### config.mk
export PLATFORM = sky130hd
export DESIGN_NAME = ffa_cmd_sched
export DESIGN_NICKNAME = d
export VERILOG_FILES = /design/src/rtl/ffa_pkg.sv /design/src/rtl/ffa_rsp_fifo.sv /design/src/rtl/ffa_cmd_sched.sv
export SDC_FILE = /design/constraint.sdc
export NUM_CORES = 1
export LEC_CHECK = 0
export BUFFER_PORTS_ARGS = -buffer_cell sky130_fd_sc_hd__buf_2
export CAP_MARGIN = 20
export CORE_ASPECT_RATIO = 0.9
export CORE_MARGIN = 4
export CORE_UTILIZATION = 55
export CTS_CLUSTER_DIAMETER = 150
export DETAILED_ROUTE_END_ITERATION = 6
export GPL_TIMING_DRIVEN = 0
export PLACE_DENSITY = 0.82
export REMOVE_ABC_BUFFERS = 1
export SYNTH_ARGS = -nofsm -noshare
export SYNTH_HDL_FRONTEND = slang
export SYNTH_SLANG_ARGS = --single-unit
### constraint.sdc
create_clock -name clk -period 3.58 [get_ports clk]
set_input_delay 0.358 -clock clk [delete_from_list [all_inputs] [get_ports clk]]
set_output_delay 0.358 -clock clk [all_outputs]
set_load 0.005 [all_outputs]
### src/rtl/ffa_pkg.sv
// Shared types and default sizes for the flip-flop register-file command scheduler.
// Latency: n/a (declarations only).
// Backpressure: n/a.
package ffa_pkg;

    localparam int FFA_DATA_W     = 8;
    localparam int FFA_ADDR_W     = 3;
    localparam int FFA_RESP_DEPTH = 4;

    // Which request type owns the array port in a cycle
    typedef enum logic {
        GNT_WR = 1'b0,
        GNT_RD = 1'b1
    } gnt_e;

    // One queued read response: error flag above the data
    typedef struct packed {
        logic                  err;
        logic [FFA_DATA_W-1:0] data;
    } ffa_rsp_t;

endpackage

### src/rtl/ffa_rsp_fifo.sv
// Synchronous response FIFO with binary wrap pointers; head word is read straight from flops.
// Latency: a push at the end of cycle N is visible at the head (empty=0) from cycle N+1.
// Backpressure: push is ignored while full; pop is ignored while empty.
module ffa_rsp_fifo #(
    parameter int WIDTH = 9,
    parameter int DEPTH = 4
) (
    input  logic             clk,
    input  logic             reset,
    input  logic             push,
    input  logic [WIDTH-1:0] push_dat,
    output logic             full,
    input  logic             pop,
    output logic             empty,
    output logic [WIDTH-1:0] head_dat
);

    localparam int AW = $clog2(DEPTH);

    logic [AW:0]      wr_ptr;
    logic [AW:0]      rd_ptr;
    logic [WIDTH-1:0] mem [DEPTH];

    // Storage and pointers; storage is cleared so the head reads zero after reset
    always_ff @(posedge clk) begin
        if (reset) begin
            wr_ptr <= '0;
            rd_ptr <= '0;
            for (int i = 0; i < DEPTH; i++) begin
                mem[i] <= '0;
            end
        end else begin
            if (push && !full) begin
                mem[wr_ptr[AW-1:0]] <= push_dat;
                wr_ptr              <= wr_ptr + 1'b1;
            end
            if (pop && !empty) begin
                rd_ptr <= rd_ptr + 1'b1;
            end
        end
    end

    // Status from pointer compare: full when only the wrap bit differs
    always_comb begin
        empty    = (wr_ptr == rd_ptr);
        full     = (wr_ptr[AW] != rd_ptr[AW]) && (wr_ptr[AW-1:0] == rd_ptr[AW-1:0]);
        head_dat = mem[rd_ptr[AW-1:0]];
    end

endmodule

### src/rtl/ffa_cmd_sched.sv
// Arbitrates write/read request streams onto the register-file array port and queues read responses.
// Latency: grant is combinational in the request cycle; read response valid the cycle after acceptance.
// Backpressure: reads stall while the response FIFO is full, writes keep flowing. Option: FFA_CMD_SCHED_STATS_EN.
module ffa_cmd_sched
    import ffa_pkg::*;
#(
    parameter int DATA_W     = FFA_DATA_W,
    parameter int ADDR_W     = FFA_ADDR_W,
    parameter int RESP_DEPTH = FFA_RESP_DEPTH
) (
    input  logic              clk,
    input  logic              reset,
    input  logic              wq_valid,
    output logic              wq_ready,
    input  logic [ADDR_W-1:0] wq_addr,
    input  logic [DATA_W-1:0] wq_data,
    input  logic              rq_valid,
    output logic              rq_ready,
    input  logic [ADDR_W-1:0] rq_addr,
    output logic              arr_wr,
    output logic              arr_rd,
    output logic [ADDR_W-1:0] arr_addr,
    output logic [DATA_W-1:0] arr_din,
    input  logic [DATA_W-1:0] arr_dout,
    input  logic              arr_error,
    output logic              rsp_valid,
    input  logic              rsp_ready,
    output logic [DATA_W-1:0] rsp_data,
    output logic              rsp_err
`ifdef FFA_CMD_SCHED_STATS_EN
    ,
    output logic [31:0]       stat_wr_cnt,
    output logic [31:0]       stat_rd_cnt,
    output logic [15:0]       stat_err_cnt
`endif
);

    gnt_e              rr_last;
    logic              wr_elig;
    logic              rd_elig;
    logic              gnt_wr;
    logic              gnt_rd;
    logic              fifo_full;
    logic              fifo_empty;
    logic              fifo_pop;
    logic [DATA_W:0]   push_word;
    logic [DATA_W:0]   head_word;

    // Arbitration: same-address conflicts go to the write so a read never overtakes it
    always_comb begin
        gnt_wr  = 1'b0;
        gnt_rd  = 1'b0;
        wr_elig = wq_valid;
        rd_elig = rq_valid && !fifo_full;
        if (!reset) begin
            if (wr_elig && rd_elig) begin
                if ((wq_addr == rq_addr) || (rr_last == GNT_RD)) begin
                    gnt_wr = 1'b1;
                end else begin
                    gnt_rd = 1'b1;
                end
            end else begin
                gnt_wr = wr_elig;
                gnt_rd = rd_elig;
            end
        end
    end

    // Array port drive; idle fields are zeroed rather than left floating
    always_comb begin
        wq_ready = gnt_wr;
        rq_ready = gnt_rd;
        arr_wr   = gnt_wr;
        arr_rd   = gnt_rd;
        arr_addr = '0;
        arr_din  = '0;
        if (gnt_wr) begin
            arr_addr = wq_addr;
            arr_din  = wq_data;
        end else if (gnt_rd) begin
            arr_addr = rq_addr;
        end
    end

    // Round-robin history, advanced only when something is granted
    always_ff @(posedge clk) begin
        if (reset) begin
            rr_last <= GNT_RD;
        end else if (gnt_wr) begin
            rr_last <= GNT_WR;
        end else if (gnt_rd) begin
            rr_last <= GNT_RD;
        end
    end

    // Read data and error are sampled in the same cycle the read strobe is issued
    always_comb begin
        push_word = {arr_error, arr_dout};
        fifo_pop  = rsp_valid && rsp_ready;
        rsp_valid = !fifo_empty;
        rsp_err   = head_word[DATA_W];
        rsp_data  = head_word[DATA_W-1:0];
    end

    ffa_rsp_fifo #(
        .WIDTH (DATA_W + 1),
        .DEPTH (RESP_DEPTH)
    ) u_rsp_fifo (
        .clk      (clk),
        .reset    (reset),
        .push     (gnt_rd),
        .push_dat (push_word),
        .full     (fifo_full),
        .pop      (fifo_pop),
        .empty    (fifo_empty),
        .head_dat (head_word)
    );

`ifdef FFA_CMD_SCHED_STATS_EN
    logic [31:0] stat_wr_cnt_q;
    logic [31:0] stat_rd_cnt_q;
    logic [15:0] stat_err_cnt_q;

    // Saturating event counters; they stick at all-ones instead of wrapping
    always_ff @(posedge clk) begin
        if (reset) begin
            stat_wr_cnt_q  <= '0;
            stat_rd_cnt_q  <= '0;
            stat_err_cnt_q <= '0;
        end else begin
            if (gnt_wr && (stat_wr_cnt_q != '1)) begin
                stat_wr_cnt_q <= stat_wr_cnt_q + 32'd1;
            end
            if (gnt_rd && (stat_rd_cnt_q != '1)) begin
                stat_rd_cnt_q <= stat_rd_cnt_q + 32'd1;
            end
            if (gnt_rd && arr_error && (stat_err_cnt_q != '1)) begin
                stat_err_cnt_q <= stat_err_cnt_q + 16'd1;
            end
        end
    end

    // Counters exported as-is
    always_comb begin
        stat_wr_cnt  = stat_wr_cnt_q;
        stat_rd_cnt  = stat_rd_cnt_q;
        stat_err_cnt = stat_err_cnt_q;
    end
`endif

endmodule

==> impl_results.md <==
- Status: complete, no violations
- Worst-Skew Late Latency: a little under 0.3 ns
- Bufs on Longest Clock Path: 2
- Post-Syn Instances: ~160
- All-Layer GR Usage: around a fifth
- RSZ-0062 raised after global routing: false
- # Post-CTS Setup Buffers: 0
- Die area: 5110 µm²
- Hold crit path type: input pin to register
- Fin nets: 242
- First DRT Iteration DRCs: around 70
- Vias in the first global route: 1515
- Slew @ Worst Pin: 0.9596 ns
- DP HPWL: just over 3000 µm
- Most used DFF post-synth: edfxtp_1
- # fillers: 260
- Worst vdd ir: 0.0001840 V
- Worst Setup Start Kind: register
- Post-Syn Area per Cell: about 14 µm²
- Num ports: 53
- Core area: 3810 µm²
- CTS tree: done
- Netlist cell types: 31
- Final setup viols: 0
- Pin count of the biggest net entering global routing: 16
- Number of CTS-inserted buffers: 5
- Number of synthesized flops with an enable pin: 36
- Port Buffers: 52
- Starting Density: between 50% and 60%
- Pwr Total: 1.159 mW
- Crit Path Max Fanout: 15
- TNS Setup: 0 ns
- CTS sink count: 45
- Post-DR wirelength/cell: 16.17 µm
- Synthesized cell area: about 2200 µm²
- Final Max Slew Viols: 0
- Hold_buf cts: 0
- Gr ovfl total: 0
- Syn. warnings: 0
- Asr flop ratio synth: 0%
- Layout Skew: between 0.003 and 0.004 ns
- Initial antenna violation count: 0
- Fmax: 347.2 MHz
- Drt first pass iters: 4
- Std cell rows: 21
- Routability cong.: approximately 0.7
- Antenna viol nets, final: 0
- CTS root buf: clkbuf_8
- Final core occ: 68.08%
- Die width: roughly 75 µm
- CTS clock-pin slew for the worst setup and hold paths: 0.08 ns
- ANT cells: 0
- Critical Path AT: approximately 2.5 ns
- Final WL: about 4200 µm
- Die height: between 60 and 70 µm
- Via Count: 1417
- First-pass GRT wire length: about 6900 µm
- Avg Vias per Cell: 5.471
- Path depth of the worst reg2reg path: 5
- Crit path kind: register to output port
- Tcrit/Tclk final: 80.46%
- Cell leakage power: 1.078 nW
- Htree depth: 2
- Seq/Total Area, Yosys: 56.92%
- Share of layout cells above drive strength 1: 36.15%
- Residual DRC: 0
- Maxcap violations: 0
- Hold-critical path depth: 2
- Power Density: 447.0 nW/µm²
- Hold Fails Final Rpt: 0
- Post-CTS sizing: 0
- Rel. slew slack: a little over a third
- Worst Setup End Kind: output port
- Post-layout min period: 2.880 ns
- WP data required: 3.22 ns
- Synth-to-layout area growth: 17.05%
- Post-synthesis register bit count: 45
## where the power goes
part	internal [mW]	switching, mW	total, mW
combinational	0.118	0.0993	0.217
sequential	0.604	0.0379	0.642
clock	0.138	0.163	0.301
total	0.860	0.300	1.16
## routing by layer
metal	vias up	track usage (%)	wire, µm
met5	-	0	0
met3	5	5.580	287
li1	681	-	-
met1	680	21.82	1765
met4	0	6.000	42
met2	51	33.04	2094
## kinds of logic (layout without fill, tap and decap cells)
logic type / count (synthesis) / after routing / synth area share, %
AOI/OAI and AO/OA: 14 / 14 / 5.759
xor gates and xnor gates: 9 / 9 / 3.557
muxes: 12 / 12 / 10.50
buffers and inverters: 9 / 64 / 2.089
adders and majority gates: 2 / 2 / 1.129
DFF: 45 / 45 / 56.92
and+or+nand+nor: 67 / 67 / 20.05
## Yosys cell counts, drive strengths merged, types with 2 or more instances
master | instances | area share, %
a21oi | 2 | 0.45
nor2 | 7 | 1.2
buf | 5 | 1.4
nand2 | 4 | 0.68
mux2i | 3 | 1.4
dfxtp | 9 | 8.1
xnor2 | 4 | 1.6
or2 | 2 | 0.56
o31ai | 3 | 1.6
a22o | 3 | 1.2
inv | 2 | 0.34
nor4 | 2 | 1.9
mux4 | 9 | 9.1
and2 | 45 | 13
xor2 | 5 | 2.0
ha | 2 | 1.1
edfxtp | 36 | 49
o21ai | 3 | 0.68
clkbuf | 2 | 0.34
nand2b | 2 | 0.56
## worst max-delay path: stages (launching register included)
cell and delay, ns:
dfxtp_1 0.47, xor2_1 0.38, o31ai_4 0.21, nor3_2 0.81, a22o_1 0.25, buf_2 0.11
## final timing paths
check / from / to / slack (ns)
worst max-delay path: u_rsp_fifo.wr_ptr[1] / arr_addr[0] / 0.70
worst min-delay path: arr_dout[7] / u_rsp_fifo.mem[1][7] / 0.36
worst max register to register: u_rsp_fifo.wr_ptr[1] / u_rsp_fifo.mem[1][0] / 0.91
worst min register to register: u_rsp_fifo.wr_ptr[2] / u_rsp_fifo.wr_ptr[2] / 0.53
## flip-flops by register name (all words and copies together), names as in the netlist, named ones only
| register | count |
|---|---|
| u_rsp_fifo.wr_ptr | 3 |
| u_rsp_fifo.rd_ptr | 3 |
| u_rsp_fifo.mem | 36 |
| rr_last | 1 |
## area by class of cell
cell class | instances | area, µm² | area share (%)
Inverter | 2 | 7.507 | 0.2894
Tap cell | 46 | 57.56 | 2.219
Sequential cell | 45 | 1261 | 48.63
Multi-Input combinational cell | 104 | 908.4 | 35.02
Timing Repair Buffer | 54 | 275.3 | 10.61
Clock buffer | 7 | 76.32 | 2.943
Clock inverter | 1 | 7.507 | 0.2894
## cell usage in the layout, fill, tap and decap left out, types with 3 or more instances in the layout
cell type and n:
a22o_1 3, and2_1 45, buf_2 52, clkbuf_8 5, dfxtp_1 9, edfxtp_1 36
mux2i_1 3, mux4_2 9, nand2_1 4, nor2_1 7, xnor2_1 4, xor2_1 5
## per-stage QoR
step                      instances  setup WS [ns]  hold slack, ns  instance area [µm²]
final                           259         0.6996          0.3604                 2594
after global routing            259         0.4566          0.3541                 2594
after CTS                       259         0.6889          0.3526                 2594
after detailed placement        251         0.8808          0.5174                 2510
after global placement          249         0.6670          0.4993                 2495
after floorplan                 151          1.212          0.4271                 2177
Note: power is estimated with default switching activity, not from simulation.
